===== config.mk =====
export PLATFORM = sky130hd
export DESIGN_NAME = fetch_exec_ctrl_flat
export DESIGN_NICKNAME = d
export VERILOG_FILES = /design/src/rtl/fetch_exec_ctrl_pkg.sv /design/src/rtl/fetch_exec_ctrl_if.sv /design/src/rtl/fetch_exec_ctrl_acc_alu.sv /design/src/rtl/fetch_exec_ctrl.sv /design/src/flat_wrapper.sv
export SDC_FILE = /design/constraint.sdc
export NUM_CORES = 1
export LEC_CHECK = 0
export CORE_ASPECT_RATIO = 0.75
export CORE_MARGIN = 4
export CORE_UTILIZATION = 31
export CTS_CLUSTER_DIAMETER = 150
export DETAILED_ROUTE_END_ITERATION = 12
export SLEW_MARGIN = 20
export SYNTH_ARGS = -nofsm -noshare
export SYNTH_HDL_FRONTEND = slang
export SYNTH_SLANG_ARGS = --single-unit

===== constraint.sdc =====
create_clock -name clock -period 7.3 [get_ports clock]
set_clock_uncertainty 0.05 [all_clocks]
set_input_delay 1.46 -clock clock [delete_from_list [all_inputs] [get_ports clock]]
set_output_delay 1.46 -clock clock [all_outputs]
set_load 0.05 [all_outputs]

===== src/rtl/fetch_exec_ctrl_pkg.sv =====
// Shared definitions for the accumulator fetch/execute controller:
// bus widths, opcode and state encodings, and the program-counter step.
package fetch_exec_ctrl_pkg;

    localparam int DATA_W = 8;
    localparam int ADDR_W = 5;
    localparam int OPC_W  = 3;

    typedef enum logic [OPC_W-1:0] {
        OP_LOAD  = 3'b000,
        OP_STORE = 3'b001,
        OP_ADD   = 3'b010,
        OP_SUB   = 3'b011,
        OP_JMP   = 3'b100,
        OP_JZ    = 3'b101,
        OP_JC    = 3'b110,
        OP_HALT  = 3'b111
    } opcode_e;

    typedef enum logic [2:0] {
        ST_IDLE    = 3'd0,
        ST_FETCH   = 3'd1,
        ST_DECODE  = 3'd2,
        ST_OPERAND = 3'd3,
        ST_EXEC    = 3'd4,
        ST_HALT    = 3'd5
    } state_e;

    // The PC is exactly ADDR_W bits wide, so the increment wraps 31 -> 0 on its own.
    function automatic logic [ADDR_W-1:0] pc_incr(input logic [ADDR_W-1:0] pc);
        return pc + 5'd1;
    endfunction

endpackage


===== src/rtl/fetch_exec_ctrl_if.sv =====
// Single-port synchronous RAM bus between the controller (master) and the memory (slave).
interface fetch_exec_ctrl_if;
    import fetch_exec_ctrl_pkg::*;

    logic [DATA_W-1:0] ramOut;
    logic [ADDR_W-1:0] ramAddress;
    logic              ramWriteEn;
    logic [DATA_W-1:0] ramDataIn;

    modport master (
        input  ramOut,
        output ramAddress,
        output ramWriteEn,
        output ramDataIn
    );

    modport slave (
        output ramOut,
        input  ramAddress,
        input  ramWriteEn,
        input  ramDataIn
    );

endinterface


===== src/rtl/fetch_exec_ctrl_acc_alu.sv =====
// Combinational accumulator datapath: LOAD/ADD/SUB result with carry (borrow on SUB)
// and a zero flag for the new accumulator value.
module acc_alu
    import fetch_exec_ctrl_pkg::*;
(
    input  logic [DATA_W-1:0] acc,
    input  logic [DATA_W-1:0] operand,
    input  opcode_e           opcode,
    output logic [DATA_W-1:0] result,
    output logic              carry,
    output logic              zero
);

    logic [DATA_W:0] sum_s;
    logic [DATA_W:0] diff_s;

    assign sum_s  = {1'b0, acc} + {1'b0, operand};
    assign diff_s = {1'b0, acc} - {1'b0, operand};

    // Select the arithmetic result; bit 8 of the 9-bit difference is the borrow.
    always_comb begin
        result = acc;
        carry  = 1'b0;
        case (opcode)
            OP_LOAD: begin
                result = operand;
                carry  = 1'b0;
            end
            OP_ADD: begin
                result = sum_s[DATA_W-1:0];
                carry  = sum_s[DATA_W];
            end
            OP_SUB: begin
                result = diff_s[DATA_W-1:0];
                carry  = diff_s[DATA_W];
            end
            default: begin
                result = acc;
                carry  = 1'b0;
            end
        endcase
    end

    assign zero = (result == 8'h00);

endmodule


===== src/rtl/fetch_exec_ctrl.sv =====
// Multi-cycle accumulator machine: FETCH/DECODE/OPERAND/EXEC sequencing over a
// synchronous RAM, with RAM address and write strobe held in registers.
module fetch_exec_ctrl
    import fetch_exec_ctrl_pkg::*;
#(
    parameter logic [ADDR_W-1:0] RESET_PC = 5'd0
) (
    input  logic                clock,
    input  logic                reset,
    input  logic                run,
    fetch_exec_ctrl_if.master   bus,
    output logic [DATA_W-1:0]   acc,
    output logic                carry,
    output logic                zero,
    output logic                halted
);

    state_e            state_r;
    logic [ADDR_W-1:0] pc_r;
    logic [DATA_W-1:0] ir_r;
    logic [DATA_W-1:0] acc_r;
    logic              carry_r;
    logic              zero_r;
    logic              halted_r;
    logic [ADDR_W-1:0] ram_address_r;
    logic              ram_write_en_r;

    opcode_e           opcode_s;
    opcode_e           decode_opcode_s;
    logic [ADDR_W-1:0] operand_addr_s;
    logic [ADDR_W-1:0] branch_pc_s;
    state_e            resume_state_s;
    logic [DATA_W-1:0] alu_result_s;
    logic              alu_carry_s;
    logic              alu_zero_s;

    assign opcode_s        = opcode_e'(ir_r[7:5]);
    assign operand_addr_s  = ir_r[4:0];
    assign decode_opcode_s = opcode_e'(bus.ramOut[7:5]);

    acc_alu u_acc_alu (
        .acc     (acc_r),
        .operand (bus.ramOut),
        .opcode  (opcode_s),
        .result  (alu_result_s),
        .carry   (alu_carry_s),
        .zero    (alu_zero_s)
    );

    // PC after the OPERAND cycle: taken branches load the operand address,
    // everything else keeps the already-incremented PC.
    always_comb begin
        branch_pc_s = pc_r;
        case (opcode_s)
            OP_JMP: begin
                branch_pc_s = operand_addr_s;
            end
            OP_JZ: begin
                if (zero_r) begin
                    branch_pc_s = operand_addr_s;
                end else begin
                    branch_pc_s = pc_r;
                end
            end
            OP_JC: begin
                if (carry_r) begin
                    branch_pc_s = operand_addr_s;
                end else begin
                    branch_pc_s = pc_r;
                end
            end
            default: begin
                branch_pc_s = pc_r;
            end
        endcase
    end

    // Where a finished instruction goes: next fetch while run is high, otherwise idle.
    always_comb begin
        resume_state_s = ST_IDLE;
        if (run) begin
            resume_state_s = ST_FETCH;
        end else begin
            resume_state_s = ST_IDLE;
        end
    end

    // Controller FSM. The RAM address and write strobe are registered, so each
    // transition also loads the values the next state presents on the bus.
    always_ff @(posedge clock or posedge reset) begin
        if (reset) begin
            state_r        <= ST_IDLE;
            pc_r           <= RESET_PC;
            ir_r           <= 8'h00;
            acc_r          <= 8'h00;
            carry_r        <= 1'b0;
            zero_r         <= 1'b0;
            halted_r       <= 1'b0;
            ram_address_r  <= RESET_PC;
            ram_write_en_r <= 1'b0;
        end else begin
            case (state_r)
                ST_IDLE: begin
                    ram_address_r  <= pc_r;
                    ram_write_en_r <= 1'b0;
                    if (run) begin
                        state_r <= ST_FETCH;
                    end else begin
                        state_r <= ST_IDLE;
                    end
                end
                ST_FETCH: begin
                    state_r        <= ST_DECODE;
                    ram_address_r  <= pc_r;
                    ram_write_en_r <= 1'b0;
                end
                ST_DECODE: begin
                    ir_r           <= bus.ramOut;
                    pc_r           <= pc_incr(pc_r);
                    state_r        <= ST_OPERAND;
                    // OPERAND drives the operand address; a STORE writes in that cycle only.
                    ram_address_r  <= bus.ramOut[4:0];
                    ram_write_en_r <= (decode_opcode_s == OP_STORE);
                end
                ST_OPERAND: begin
                    ram_write_en_r <= 1'b0;
                    case (opcode_s)
                        OP_STORE, OP_JMP, OP_JZ, OP_JC: begin
                            pc_r          <= branch_pc_s;
                            ram_address_r <= branch_pc_s;
                            state_r       <= resume_state_s;
                        end
                        OP_HALT: begin
                            halted_r      <= 1'b1;
                            ram_address_r <= pc_r;
                            state_r       <= ST_HALT;
                        end
                        default: begin
                            ram_address_r <= pc_r;
                            state_r       <= ST_EXEC;
                        end
                    endcase
                end
                ST_EXEC: begin
                    acc_r          <= alu_result_s;
                    zero_r         <= alu_zero_s;
                    ram_address_r  <= pc_r;
                    ram_write_en_r <= 1'b0;
                    state_r        <= resume_state_s;
                    if (opcode_s != OP_LOAD) begin
                        carry_r <= alu_carry_s;
                    end else begin
                        carry_r <= carry_r;
                    end
                end
                ST_HALT: begin
                    halted_r       <= 1'b1;
                    ram_address_r  <= pc_r;
                    ram_write_en_r <= 1'b0;
                    state_r        <= ST_HALT;
                end
                default: begin
                    ram_address_r  <= pc_r;
                    ram_write_en_r <= 1'b0;
                    state_r        <= ST_IDLE;
                end
            endcase
        end
    end

    assign bus.ramAddress = ram_address_r;
    assign bus.ramWriteEn = ram_write_en_r;
    assign bus.ramDataIn  = acc_r;
    assign acc            = acc_r;
    assign carry          = carry_r;
    assign zero           = zero_r;
    assign halted         = halted_r;

endmodule


===== src/flat_wrapper.sv =====
// flat-port wrapper written by rule: the top's interface ports become plain ports
module fetch_exec_ctrl_flat import fetch_exec_ctrl_pkg::*;
#(
    parameter logic [ADDR_W-1:0] RESET_PC = 5'd0
)
  (clock, reset, run, acc, carry, zero, halted, bus_ramOut, bus_ramAddress, bus_ramWriteEn, bus_ramDataIn);
  fetch_exec_ctrl_if bus_i ();
  input  logic clock;
  input  logic reset;
  input  logic run;
  output logic [DATA_W-1:0] acc;
  output logic carry;
  output logic zero;
  output logic halted;
  input wire logic [$bits(bus_i.ramOut)-1:0] bus_ramOut;
  output wire logic [$bits(bus_i.ramAddress)-1:0] bus_ramAddress;
  output wire logic [$bits(bus_i.ramWriteEn)-1:0] bus_ramWriteEn;
  output wire logic [$bits(bus_i.ramDataIn)-1:0] bus_ramDataIn;
  assign bus_i.ramOut = bus_ramOut;
  assign bus_ramAddress = bus_i.ramAddress;
  assign bus_ramWriteEn = bus_i.ramWriteEn;
  assign bus_ramDataIn = bus_i.ramDataIn;
  fetch_exec_ctrl #(.RESET_PC(RESET_PC)) u_core (.clock(clock), .reset(reset), .run(run), .bus(bus_i), .acc(acc), .carry(carry), .zero(zero), .halted(halted));
endmodule

==> results.yml <==
routing:
  drt-initial-drc-count: 211
  ant_nets: 0
  routed_wl_um: 7440
  vias_per_cell: 5.54
  vias: 2417
  drc: 0
  dr.pass1.iters: 5
  wl_per_cell_um: 17.1
cts:
  ctsRootBufferMaster: "clkbuf_16"
  h-tree-depth: 2
  insertion_delay_ns: 0.28
  cts.sinks: 33
  holdBufCountCts: 0
  post_cts_resized: 0
  clk_path_buf_depth: 2
  post_cts_buffers: 0
  cts_buffers: 5
  cts_tree: "done"
  clk_pin_slew_worst_paths_ns: 0.06
place:
  port_buffers: 35
  hpwl_um: 5560
  place_congestion: 0.912
yosys:
  async_reset_ff_frac: 1.00
  ys_seq_area_frac: 0.315
  ys.flop_type: "dfrtp_1"
  avgSynthCellArea_um2: 8.51
  synthTopCellsByArea: "dfrtp_1 (32%), ha_1 (8.6%), a21oi_1 (5.5%)"
  synth_edf_count: 0
  synthDistinctLibCells: 57
  yosys_warnings: 0
  synth.top_cell.area_share: 0.315
  syn_nets: 339
  synthCells: 308
  syn-cell-area_um2: 2620
  yosys.area.top_type: "dfrtp_1"
  ys_ff_latch: 33
critical_path:
  cp.required_ns: 7.44
  reg2reg_from: "u_core.acc[0]$_DFFE_PP0P_"
  startpoint: "bus_ramOut[1]"
  path_max_fanout: 6
  critPathKind: "in -> reg"
  cp-end-kind: "flip-flop"
  critical_path_arrival_ns: 4.31
  startpoint_type: "input pin"
  r2r_cells: 9
die:
  core_area_um2: 8060
  die_height_um: 87.6
  std_cell_rows: 28
  die-area_um2: 10000
  ios: 36
  fp.dieW_um: 114
  start_util: 0.325
sta:
  max_freq_ghz: 0.240
  drv_slew: 0
  rsz0062_at_grt: "no"
  hold_violations: 0
  finalSetupViolCount: 0
  min_period_ns: 4.17
  max_slew_margin: 0.274
  period_share: 0.572
  tightest_slew_ns: 1.08
  setup_tns_ns: 0
run:
  maxCapViolCount: 0
power_and_ir_drop:
  ir_drop_uv: 217
  power-per-cell-area_nw_per_um2: 542
  leakage_nw: 1.28
  p_total_w: 0.00171
hold_path:
  hold_class: "reg -> reg"
  worstHoldPathCells: 1
  hp-start: "u_core.halted$_DFFE_PP0P_"
final_layout:
  antenna_cells: 0
  drive_above_1_share: 0.0906
  nets: 361
  area_growth_pct: 20.3
global_route:
  grt_pass1_vias: 2218
  grt_pass1_wl_um: 12200
  grt_max_degree: 34
  track_usage: 0.156
  antenna_found_initial: 0
  grt_overflow: 0
run_status:
  outcome: "finished, final reports clean"
==> registers in the layout (all words and copies together), names as in the netlist <==
name / count
u_core.acc: 8
u_core.bus.ramAddress: 5
u_core.bus.ramWriteEn: 1
u_core.carry: 1
u_core.halted: 1
u_core.ir_r: 8
u_core.pc_r: 5
u_core.state_r: 3
u_core.zero: 1
==> critical path, stage by stage <==
cell             delay [ns]
clkdlybuf4s50_1        0.66
inv_1                  0.14
fa_1                   0.47
nor3_1                 0.25
nor3_1                 0.13
a221o_1                0.37
a211oi_2               0.35
o221ai_1               0.20
o32ai_2                0.28
==> power breakdown <==
group / internal, W / switching (W) / leakage (nW)
combinational: 0.000386 / 0.000661 / 0.804
sequential: 0.000272 / 0.000137 / 0.391
clock: 0.000171 / 0.0000825 / 0.0841
total: 0.000829 / 0.000880 / 1.28
==> synthesized netlist by cell type (all sizes together) (4+ instances only) <==
cell type  number
nand3           6
o221ai          4
a21o            4
a21oi          30
or3             7
nor3           11
o31ai           4
dfrtp          33
o21a            4
nand2b         10
a211oi          6
mux2            9
nor2           37
o22ai           5
inv            18
ha             18
o311ai          4
nand2          15
clkbuf          9
nor2b           7
buf            12
o21ai          16
==> kinds of logic (layout without fill, tap and decap cells) <==
logic type	Yosys count	in the layout	synth area share
AND/OR/NAND/NOR	110	110	0.215
AO/OA/AOI/OAI	95	95	0.248
buffers and inverters	40	63	0.0783
flip-flops	33	33	0.315
adder cells (fa/ha/maj)	20	20	0.101
multiplexers	9	9	0.0387
XOR/XNOR	1	1	0.00334
==> metal layers <==
| layer | share of wire | vias to the layer above | GRT usage |
|---|---|---|---|
| li1 | - | 1166 | - |
| met1 | 0.52 | 1150 | 0.244 |
| met2 | 0.39 | 93 | 0.208 |
| met3 | 0.076 | 8 | 0.0449 |
| met4 | 0.010 | 0 | 0.0302 |
| met5 | 0 | - | 0 |
==> through the flow <==
step	worst slack [ns]	cells	area (um2)	hold WS (ns)	util
finish	3.13	436	3150	0.401	0.391
detailed placement	2.88	428	2980	0.393	0.370
floorplan	3.89	308	2620	0.424	-
CTS	3.16	436	3150	0.406	0.391
global route	2.98	436	3150	0.438	0.391
global placement	2.94	428	2980	0.393	0.370
==> layout by cell type (no fill, tap or decap), types with 3 or more instances in the layout <==
master and n:
nor2_1 37, clkdlybuf4s50_1 35, dfrtp_1 33, a21oi_1 29, ha_1 18, inv_1 17, nand2_1 15, o21ai_0 14
nor3_1 11, nand2b_1 10, mux2_2 9, nor2b_1 7, or3_1 7, nand3_1 6, o22ai_1 5, clkbuf_16 5
a21o_1 4, o31ai_1 4, o221ai_1 4, a211oi_1 4, o21a_1 4, a31oi_1 3, o211ai_1 3
==> cell type report <==
| type | count | area (um2) |
|---|---|---|
| Inverter | 18 | 67.6 |
| Tap cell | 105 | 131 |
| Timing Repair Buffer | 37 | 365 |
| Fill cell | 805 | 4900 |
| Clock inverter | 1 | 30.0 |
| Clock buffer | 7 | 143 |
| Multi-Input combinational cell | 235 | 1590 |
| Sequential cell | 33 | 826 |
==> path summary, 6_finish.rpt <==
kind | endpoint | slack, ns
min in group asynchronous | u_core.bus.ramWriteEn$_DFF_PP0_ | 1.53
worst min-delay path | u_core.halted$_DFFE_PP0P_ | 0.40
max in group asynchronous | u_core.acc[6]$_DFFE_PP0P_ | 5.35
worst max-delay path | u_core.zero$_DFFE_PP0P_ | 3.13
worst min register to register | u_core.halted$_DFFE_PP0P_ | 0.40
worst max register to register | u_core.zero$_DFFE_PP0P_ | 4.54
(Power assumes the default switching activity.)
